### src/rtl/conv_encoder_k3_if.sv
// Handshake bundle for conv_encoder_k3: serial bit input side and 2-bit coded symbol output side.
interface conv_encoder_k3_if;
   logic       in_valid;
   logic       in_bit;
   logic       in_last;
   logic       in_ready;
   logic       sym_valid;
   logic [1:0] sym;
   logic       sym_last;
   logic       sym_ready;
   logic       frame_trunc;
   logic       busy;

   modport master (
      output in_valid, in_bit, in_last, sym_ready,
      input  in_ready, sym_valid, sym, sym_last, frame_trunc, busy
   );

   modport slave (
      input  in_valid, in_bit, in_last, sym_ready,
      output in_ready, sym_valid, sym, sym_last, frame_trunc, busy
   );
endinterface

### src/rtl/conv_encoder_k3.sv
// Rate-1/2, K=3 convolutional encoder (generators 7,5 octal) with framed input and one-deep output slot.
// Define CONV_ENC_TAIL_EN to append two zero-tail symbols per frame so the trellis ends in state 00.
module conv_encoder_k3 #(
   parameter int MAX_FRAME_LEN = 64,
   parameter int CNT_W         = 7
) (
   input  logic             clk,
   input  logic             reset_n,
   conv_encoder_k3_if.slave bus
);

   typedef enum logic [1:0] {
      S_IDLE  = 2'd0,
`ifdef CONV_ENC_TAIL_EN
      S_DATA  = 2'd1,
      S_TAIL1 = 2'd2,
      S_TAIL2 = 2'd3
`else
      S_DATA  = 2'd1
`endif
   } state_t;

   localparam logic [CNT_W-1:0] LP_CNT_LAST = CNT_W'(MAX_FRAME_LEN - 1);

   // G0 = u^s0^s1 (111), G1 = u^s1 (101); s0 is the previous bit
   function automatic logic [1:0] f_encode(input logic u, input logic [1:0] s);
      return {u ^ s[0] ^ s[1], u ^ s[1]};
   endfunction

   state_t           r_state, w_state_nxt;
   logic [1:0]       r_sreg, w_sreg_nxt;
   logic [CNT_W-1:0] r_cnt, w_cnt_nxt;
   logic             r_sym_valid;
   logic [1:0]       r_sym;
   logic             r_sym_last;
   logic             r_trunc;
   logic             r_busy;

   logic w_slot_free, w_in_ready, w_accept, w_frame_end;
   logic w_load, w_u, w_last_sym, w_trunc_nxt;

   assign w_slot_free = !r_sym_valid || bus.sym_ready;
   assign w_in_ready  = ((r_state == S_IDLE) || (r_state == S_DATA)) && w_slot_free;
   assign w_accept    = bus.in_valid && w_in_ready;
   assign w_frame_end = bus.in_last || (r_cnt == LP_CNT_LAST);

   always_comb begin
      w_state_nxt = r_state;
      w_sreg_nxt  = r_sreg;
      w_cnt_nxt   = r_cnt;
      w_load      = 1'b0;
      w_u         = 1'b0;
      w_last_sym  = 1'b0;
      w_trunc_nxt = 1'b0;
      case (r_state)
         S_IDLE, S_DATA: begin
            if (w_accept) begin
               w_load     = 1'b1;
               w_u        = bus.in_bit;
               w_sreg_nxt = {r_sreg[0], bus.in_bit};
               if (w_frame_end) begin
                  w_trunc_nxt = !bus.in_last;
                  w_cnt_nxt   = '0;
`ifdef CONV_ENC_TAIL_EN
                  w_state_nxt = S_TAIL1;
`else
                  w_state_nxt = S_IDLE;
                  w_sreg_nxt  = 2'b00;
                  w_last_sym  = 1'b1;
`endif
               end else begin
                  w_cnt_nxt   = r_cnt + 1'b1;
                  w_state_nxt = S_DATA;
               end
            end
         end
`ifdef CONV_ENC_TAIL_EN
         S_TAIL1: begin
            if (w_slot_free) begin
               w_load      = 1'b1;
               w_sreg_nxt  = {r_sreg[0], 1'b0};
               w_state_nxt = S_TAIL2;
            end
         end
         S_TAIL2: begin
            if (w_slot_free) begin
               w_load      = 1'b1;
               w_last_sym  = 1'b1;
               w_sreg_nxt  = 2'b00;
               w_state_nxt = S_IDLE;
            end
         end
`endif
         default: w_state_nxt = S_IDLE;
      endcase
   end

   always_ff @(posedge clk or negedge reset_n) begin
      if (!reset_n) r_state <= S_IDLE;
      else          r_state <= w_state_nxt;
   end

   always_ff @(posedge clk or negedge reset_n) begin
      if (!reset_n) begin
         r_sreg <= 2'b00;
         r_cnt  <= '0;
      end else begin
         r_sreg <= w_sreg_nxt;
         r_cnt  <= w_cnt_nxt;
      end
   end

   // Output slot: refilled in the same cycle it is drained, held under backpressure
   always_ff @(posedge clk or negedge reset_n) begin
      if (!reset_n) begin
         r_sym_valid <= 1'b0;
         r_sym       <= 2'b00;
         r_sym_last  <= 1'b0;
         r_trunc     <= 1'b0;
         r_busy      <= 1'b0;
      end else begin
         if (w_slot_free) begin
            r_sym_valid <= w_load;
            if (w_load) begin
               r_sym      <= f_encode(w_u, r_sreg);
               r_sym_last <= w_last_sym;
            end
         end
         r_trunc <= w_trunc_nxt;
         if (w_accept)
            r_busy <= 1'b1;
         else if (r_sym_valid && r_sym_last && bus.sym_ready)
            r_busy <= 1'b0;
      end
   end

   assign bus.in_ready    = w_in_ready;
   assign bus.sym_valid   = r_sym_valid;
   assign bus.sym         = r_sym;
   assign bus.sym_last    = r_sym_last;
   assign bus.frame_trunc = r_trunc;
   assign bus.busy        = r_busy;

endmodule

### src/flat_wrapper.sv
// flat-port wrapper written by rule: the top's interface ports become plain ports
module conv_encoder_k3_flat 
#(
   parameter int MAX_FRAME_LEN = 64,
   parameter int CNT_W         = 7
)
  (clk, reset_n, bus_in_valid, bus_in_bit, bus_in_last, bus_sym_ready, bus_in_ready, bus_sym_valid, bus_sym, bus_sym_last, bus_frame_trunc, bus_busy);
  conv_encoder_k3_if bus_i ();
  input  logic clk;
  input  logic reset_n;
  input wire logic [$bits(bus_i.in_valid)-1:0] bus_in_valid;
  input wire logic [$bits(bus_i.in_bit)-1:0] bus_in_bit;
  input wire logic [$bits(bus_i.in_last)-1:0] bus_in_last;
  input wire logic [$bits(bus_i.sym_ready)-1:0] bus_sym_ready;
  output wire logic [$bits(bus_i.in_ready)-1:0] bus_in_ready;
  output wire logic [$bits(bus_i.sym_valid)-1:0] bus_sym_valid;
  output wire logic [$bits(bus_i.sym)-1:0] bus_sym;
  output wire logic [$bits(bus_i.sym_last)-1:0] bus_sym_last;
  output wire logic [$bits(bus_i.frame_trunc)-1:0] bus_frame_trunc;
  output wire logic [$bits(bus_i.busy)-1:0] bus_busy;
  assign bus_i.in_valid = bus_in_valid;
  assign bus_i.in_bit = bus_in_bit;
  assign bus_i.in_last = bus_in_last;
  assign bus_i.sym_ready = bus_sym_ready;
  assign bus_in_ready = bus_i.in_ready;
  assign bus_sym_valid = bus_i.sym_valid;
  assign bus_sym = bus_i.sym;
  assign bus_sym_last = bus_i.sym_last;
  assign bus_frame_trunc = bus_i.frame_trunc;
  assign bus_busy = bus_i.busy;
  conv_encoder_k3 #(.MAX_FRAME_LEN(MAX_FRAME_LEN), .CNT_W(CNT_W)) u_core (.clk(clk), .reset_n(reset_n), .bus(bus_i));
endmodule
### config.mk
export PLATFORM = sky130hd
export DESIGN_NAME = conv_encoder_k3_flat
export DESIGN_NICKNAME = d
export VERILOG_FILES = /design/src/rtl/conv_encoder_k3_if.sv /design/src/rtl/conv_encoder_k3.sv /design/src/flat_wrapper.sv
export SDC_FILE = /design/constraint.sdc
export NUM_CORES = 1
export LEC_CHECK = 0
export BUFFER_PORTS_ARGS = -buffer_cell sky130_fd_sc_hd__clkbuf_2
export CORE_MARGIN = 5
export CORE_UTILIZATION = 34
export CTS_BUF_LIST = sky130_fd_sc_hd__clkbuf_4
export CTS_CLUSTER_SIZE = 25
export DETAILED_ROUTE_END_ITERATION = 10
export GPL_TIMING_DRIVEN = 0
export SLEW_MARGIN = 20
export SYNTH_ARGS = -nofsm -noshare
export SYNTH_HDL_FRONTEND = slang
export SYNTH_SLANG_ARGS = --single-unit
export TNS_END_PERCENT = 1
### constraint.sdc
create_clock -name clk -period 2.5 [get_ports clk]
set_input_delay 0.25 -clock clk [delete_from_list [all_inputs] [get_ports clk]]
set_output_delay 0.25 -clock clk [all_outputs]
set_load 0.03 [all_outputs]
[Yosys cells after proc, flatten, opt, wreduce, memory -nomap -nowiden]
Cells that the tools add are included.
Word-level totals
  bits of input ports: 6
  register bits after elaboration: 17
  output and inout bits: 7
  logic and storage cells: 46
Operators by class
  bitwise logic cells: 3
  reductions and logical operators: 14
  add/sub/neg operators: 1
  equality and inequality tests: 3
  mux-type cells: 17
Operator list (number)
  $mux W1: 13
  $add A7 B1 Y7 const B: 1
  $eq A7 B6 Y1 const B: 1
  $mux W7: 1
  $mux W2: 3
  $logic_and A1 B1 Y1: 4
  $reduce_and A2 Y1: 2
  $logic_or A1 B1 Y1: 3
  $xor A1 B1 Y1: 3
  $eq A2 B1 Y1 const B: 1
  $logic_not A1 Y1: 2
  $logic_not A2 Y1: 1
  $ne A2 B1 Y1 const B: 1
  $reduce_bool A2 Y1: 1
  $reduce_or A2 Y1: 1

[Logic depth before layout (Yosys ltp)]
  depth in word-level cells: 8
  gate-level depth with buffers: 5
  mapped depth without buffers: 5

[Worst setup path before layout]
OpenSTA, ideal clock, no wires.
  path kind: register to register
  from: register u_core.r_cnt[0]
  to: register u_core.r_sym_last, in the netlist u_core.bus.sym_last
  setup slack: 1.117 ns
  cell stages (with the launch flop): 6
  clock period less this slack: 1.383 ns
  data required time: 2.381 ns
  path buffers: 0
  data arrival time: 1.264 ns
  cells stage by stage: dfrtp_1 > ha_1 > and3_4 > a41oi_4 > nand2_1 > o21a_1
Between the ends
  cells in the longest elaborated chain, start to end: 5
Ends and longest elaborated chain
  start, declared: RTL line conv_encoder_k3.sv:32  | logic [CNT_W-1:0] r_cnt, w_cnt_nxt;
  start signal, assigned: RTL line conv_encoder_k3.sv:109  | r_cnt <= w_cnt_nxt;
  $eq A7 B6 Y1: RTL line conv_encoder_k3.sv:45  | assign w_frame_end = bus.in_last || (r_cnt == LP_CNT_LAST);
  $logic_or A1 B1 Y1: RTL line conv_encoder_k3.sv:45
  $mux W1: RTL line conv_encoder_k3.sv:61  | if (w_frame_end) begin
  $mux W1: RTL line conv_encoder_k3.sv:57  | if (w_accept) begin
  $mux W1: RTL line conv_encoder_k3.sv:55  | case (r_state)
  end signal, assigned: RTL line conv_encoder_k3.sv:126  | r_sym_last <= w_last_sym;
  end, declared: RTL line conv_encoder_k3.sv:35  | logic r_sym_last;
No other way between the ends.
A chain may end at the register's enable or synchronous reset.

[Worst setup path in the final report]
Same ends and word-level chain as after synthesis.

==> flow_summary.toml <==
[outcome]
status = "complete, no violations"

[timing]
tightestPinTransition_ns = 0.3727
period_share = 0.6102
finalClockSkew_ns = 0.003522
setup_tns_ns = 0
period_needed_ns = 1.526
setup_viol = 0
fin_ws_ns = 0.9745
hold_violations = 0
slew_headroom = 0.7515
rsz0062_at_grt = "false"
slew_violations = 0
fmax_ghz = 0.6555
whs_ns = 0.2140

[synthesis]
yosysWarnings = 0
ys_ff_latch = 15
yosys.cell_types.count = 25
ys_seq_area_frac = 0.5291
avgSynthCellArea_um2 = 9.992
netlist_area_um2 = 709.4
synthCells = 71
synth_nets = 78

[power_and_ir_drop]
vdd.ir_drop.worst_mv = 0.3168
leakagePower_nw = 0.3933
power.density_nw_per_um2 = 638.1

[floorplan]
die-width_um = 55.68
die_height_um = 55.68
start_util = 0.3580
dieArea_um2 = 3100
ios = 13
coreArea_um2 = 1982
fp-row-count = 16

[worst_setup_path]
r2r_cells = 5
cp-end-kind = "register"
crit_type = "reg -> reg"
timing.rr.start = "u_core.r_cnt[0]$_DFFE_PN0P_"
critPathMaxFanout = 7
worstPathRequired_ns = 2.68
crit_arrival_ns = 1.70
cp-start-kind = "register"
crit_start = "u_core.r_cnt[0]$_DFFE_PN0P_"

[cts]
cts_tree = "done"
post_cts.resized_instances = 0
cts_buffers = 3
cts_num_sinks = 15
root_buffer = "clkbuf_4"
cts_htree_levels = 1
postCtsHoldBufs = 1
cts_buffer_depth = 2
clk_latency_ns = 0.28
path_clk_slew_ns = 0.09
post_cts_buffers = 0

[finish]
fin_nets = 96
drive_gt1_frac = 0.2386
antenna_cells = 0
syn_to_final_growth_pct = 18.87
nFillCells = 199

[global_route]
grt_usage = 0.1057
grt_antenna_before_repair = 0
grt_pass1_wl_um = 2532
gr-total-overflow = 0
first_global_vias = 537
grt_max_degree = 16

[drt]
vias = 566
drc = 0
wl_per_cell_um = 12.06
viasPerCell = 4.922
drtAntennaViolNets = 0
wirelength_um = 1387
drt_iter0_markers = 11
dr.pass1.iters = 5

[flow_run]
maxCapViolCount = 0

[hold_path]
worstHoldPathType = "in -> reg"
holdPathStages = 3
holdCritStartpoint = "bus_in_bit"

[place]
place_ws_ns = 0.9732
io_buffers = 12
gp_congestion = 0.7391
dp_hpwl_um = 1042
==> Yosys cell counts <==
master / count / area share
o21ai_0: 9 / 0.063
or2_1: 1 / 0.0088
or2b_2: 1 / 0.012
and2_1: 1 / 0.0088
a21o_1: 2 / 0.021
xor2_1: 1 / 0.012
nor3_1: 1 / 0.0070
clkbuf_1: 2 / 0.011
and3_4: 1 / 0.016
nor2_1: 4 / 0.021
nand4_1: 1 / 0.0088
a31o_2: 1 / 0.012
o21a_1: 1 / 0.011
inv_1: 2 / 0.011
a21oi_1: 3 / 0.021
dfrtp_1: 15 / 0.53
a41oi_4: 1 / 0.039
nand2b_4: 1 / 0.019
nand3b_1: 2 / 0.021
nand2b_1: 1 / 0.0088
or3_1: 1 / 0.0088
ha_1: 1 / 0.018
nand2_1: 12 / 0.063
xnor2_1: 1 / 0.012
nand3_1: 5 / 0.035
==> where the power goes <==
group,total [mW],internal [mW],switching [mW],leakage (nW)
combinational,0.104,0.0357,0.0683,0.181
sequential,0.285,0.266,0.0184,0.193
clock,0.149,0.0728,0.0765,0.0184
total,0.538,0.375,0.163,0.393
==> final cells by class <==
type                            instances  area (um^2)  area share
Multi-Input combinational cell         52        319.1      0.3783
Inverter                                2        7.507    0.008902
Buffer                                  2        7.507    0.008902
Timing Repair Buffer                   13        70.07     0.08309
Tap cell                               27        33.78     0.04006
Sequential cell                        15        375.4      0.4451
Clock buffer                            4        30.03     0.03561
==> metal layers <==
metal,up-vias,part of all wire,track usage
li1,277,-,-
met1,268,0.47,0.1293
met3,4,0.061,0.03016
met2,17,0.44,0.1588
met5,-,0,0
met4,0,0.029,0.07292
==> logic make-up (layout without fill, tap and decap cells) <==
family / after synthesis / in the layout / share of synthesized area
simple gates: 32 / 32 / 0.2399
compound gates: 17 / 17 / 0.1675
flops: 15 / 15 / 0.5291
buf+inv: 4 / 21 / 0.02117
xor+xnor: 2 / 2 / 0.02470
fa+ha+maj: 1 / 1 / 0.01763
==> registers in the layout, summed over array words and instances, names as in the netlist <==
signal,cells
u_core.bus.sym_last,1
u_core.bus.sym_valid,1
u_core.r_cnt,7
u_core.bus.sym,2
u_core.bus.frame_trunc,1
u_core.bus.busy,1
u_core.r_sreg,2
==> cell usage in the layout, fill, tap and decap left out, drive strengths merged <==
cell type and n:
or2b 1, clkbuf 18, dlygate4sd3 1, ha 1, xnor2 1, o21ai 9, or3 1, nand4 1
a21oi 3, nand2b 2, nor3 1, nor2 4, a21o 2, inv 2, nand3b 2, dfrtp 15
a31o 1, and2 1, nand2 12, or2 1, and3 1, xor2 1, a41oi 1, nand3 5
o21a 1
==> through the flow <==
step / util / total power [mW] / instance area (um^2) / std cells
2_1_floorplan: - / 0.3567 / 709.4 / 71
3_3_place_gp: 0.4053 / 0.3924 / 803.3 / 110
3_5_place_dp: 0.4053 / 0.3950 / 803.3 / 110
4_1_cts: 0.4255 / 0.5477 / 843.3 / 115
5_1_grt: 0.4255 / 0.5719 / 843.3 / 115
6_report: 0.4255 / 0.5381 / 843.3 / 115
==> worst max-delay path, stage by stage, from the launching register on <==
cell     delay, ns
dfrtp_1       0.42
ha_1          0.24
and3_4        0.21
a41oi_4       0.31
nand2_1       0.11
o21a_1        0.12
==> worst paths after layout <==
path / slack (ns) / endpoint
min in group asynchronous: 0.40 / u_core.r_cnt[6]$_DFFE_PN0P_
worst min register to register: 0.49 / u_core.bus.sym[1]$_DFFE_PN0P_
worst max register to register: 0.97 / u_core.bus.sym_last$_DFFE_PN0P_
worst max-delay path: 0.97 / u_core.bus.sym_last$_DFFE_PN0P_
max in group asynchronous: 1.82 / u_core.r_sreg[1]$_DFFE_PN0P_
worst min-delay path: 0.21 / u_core.r_sreg[0]$_DFFE_PN0P_
(Power assumes the default switching activity.)
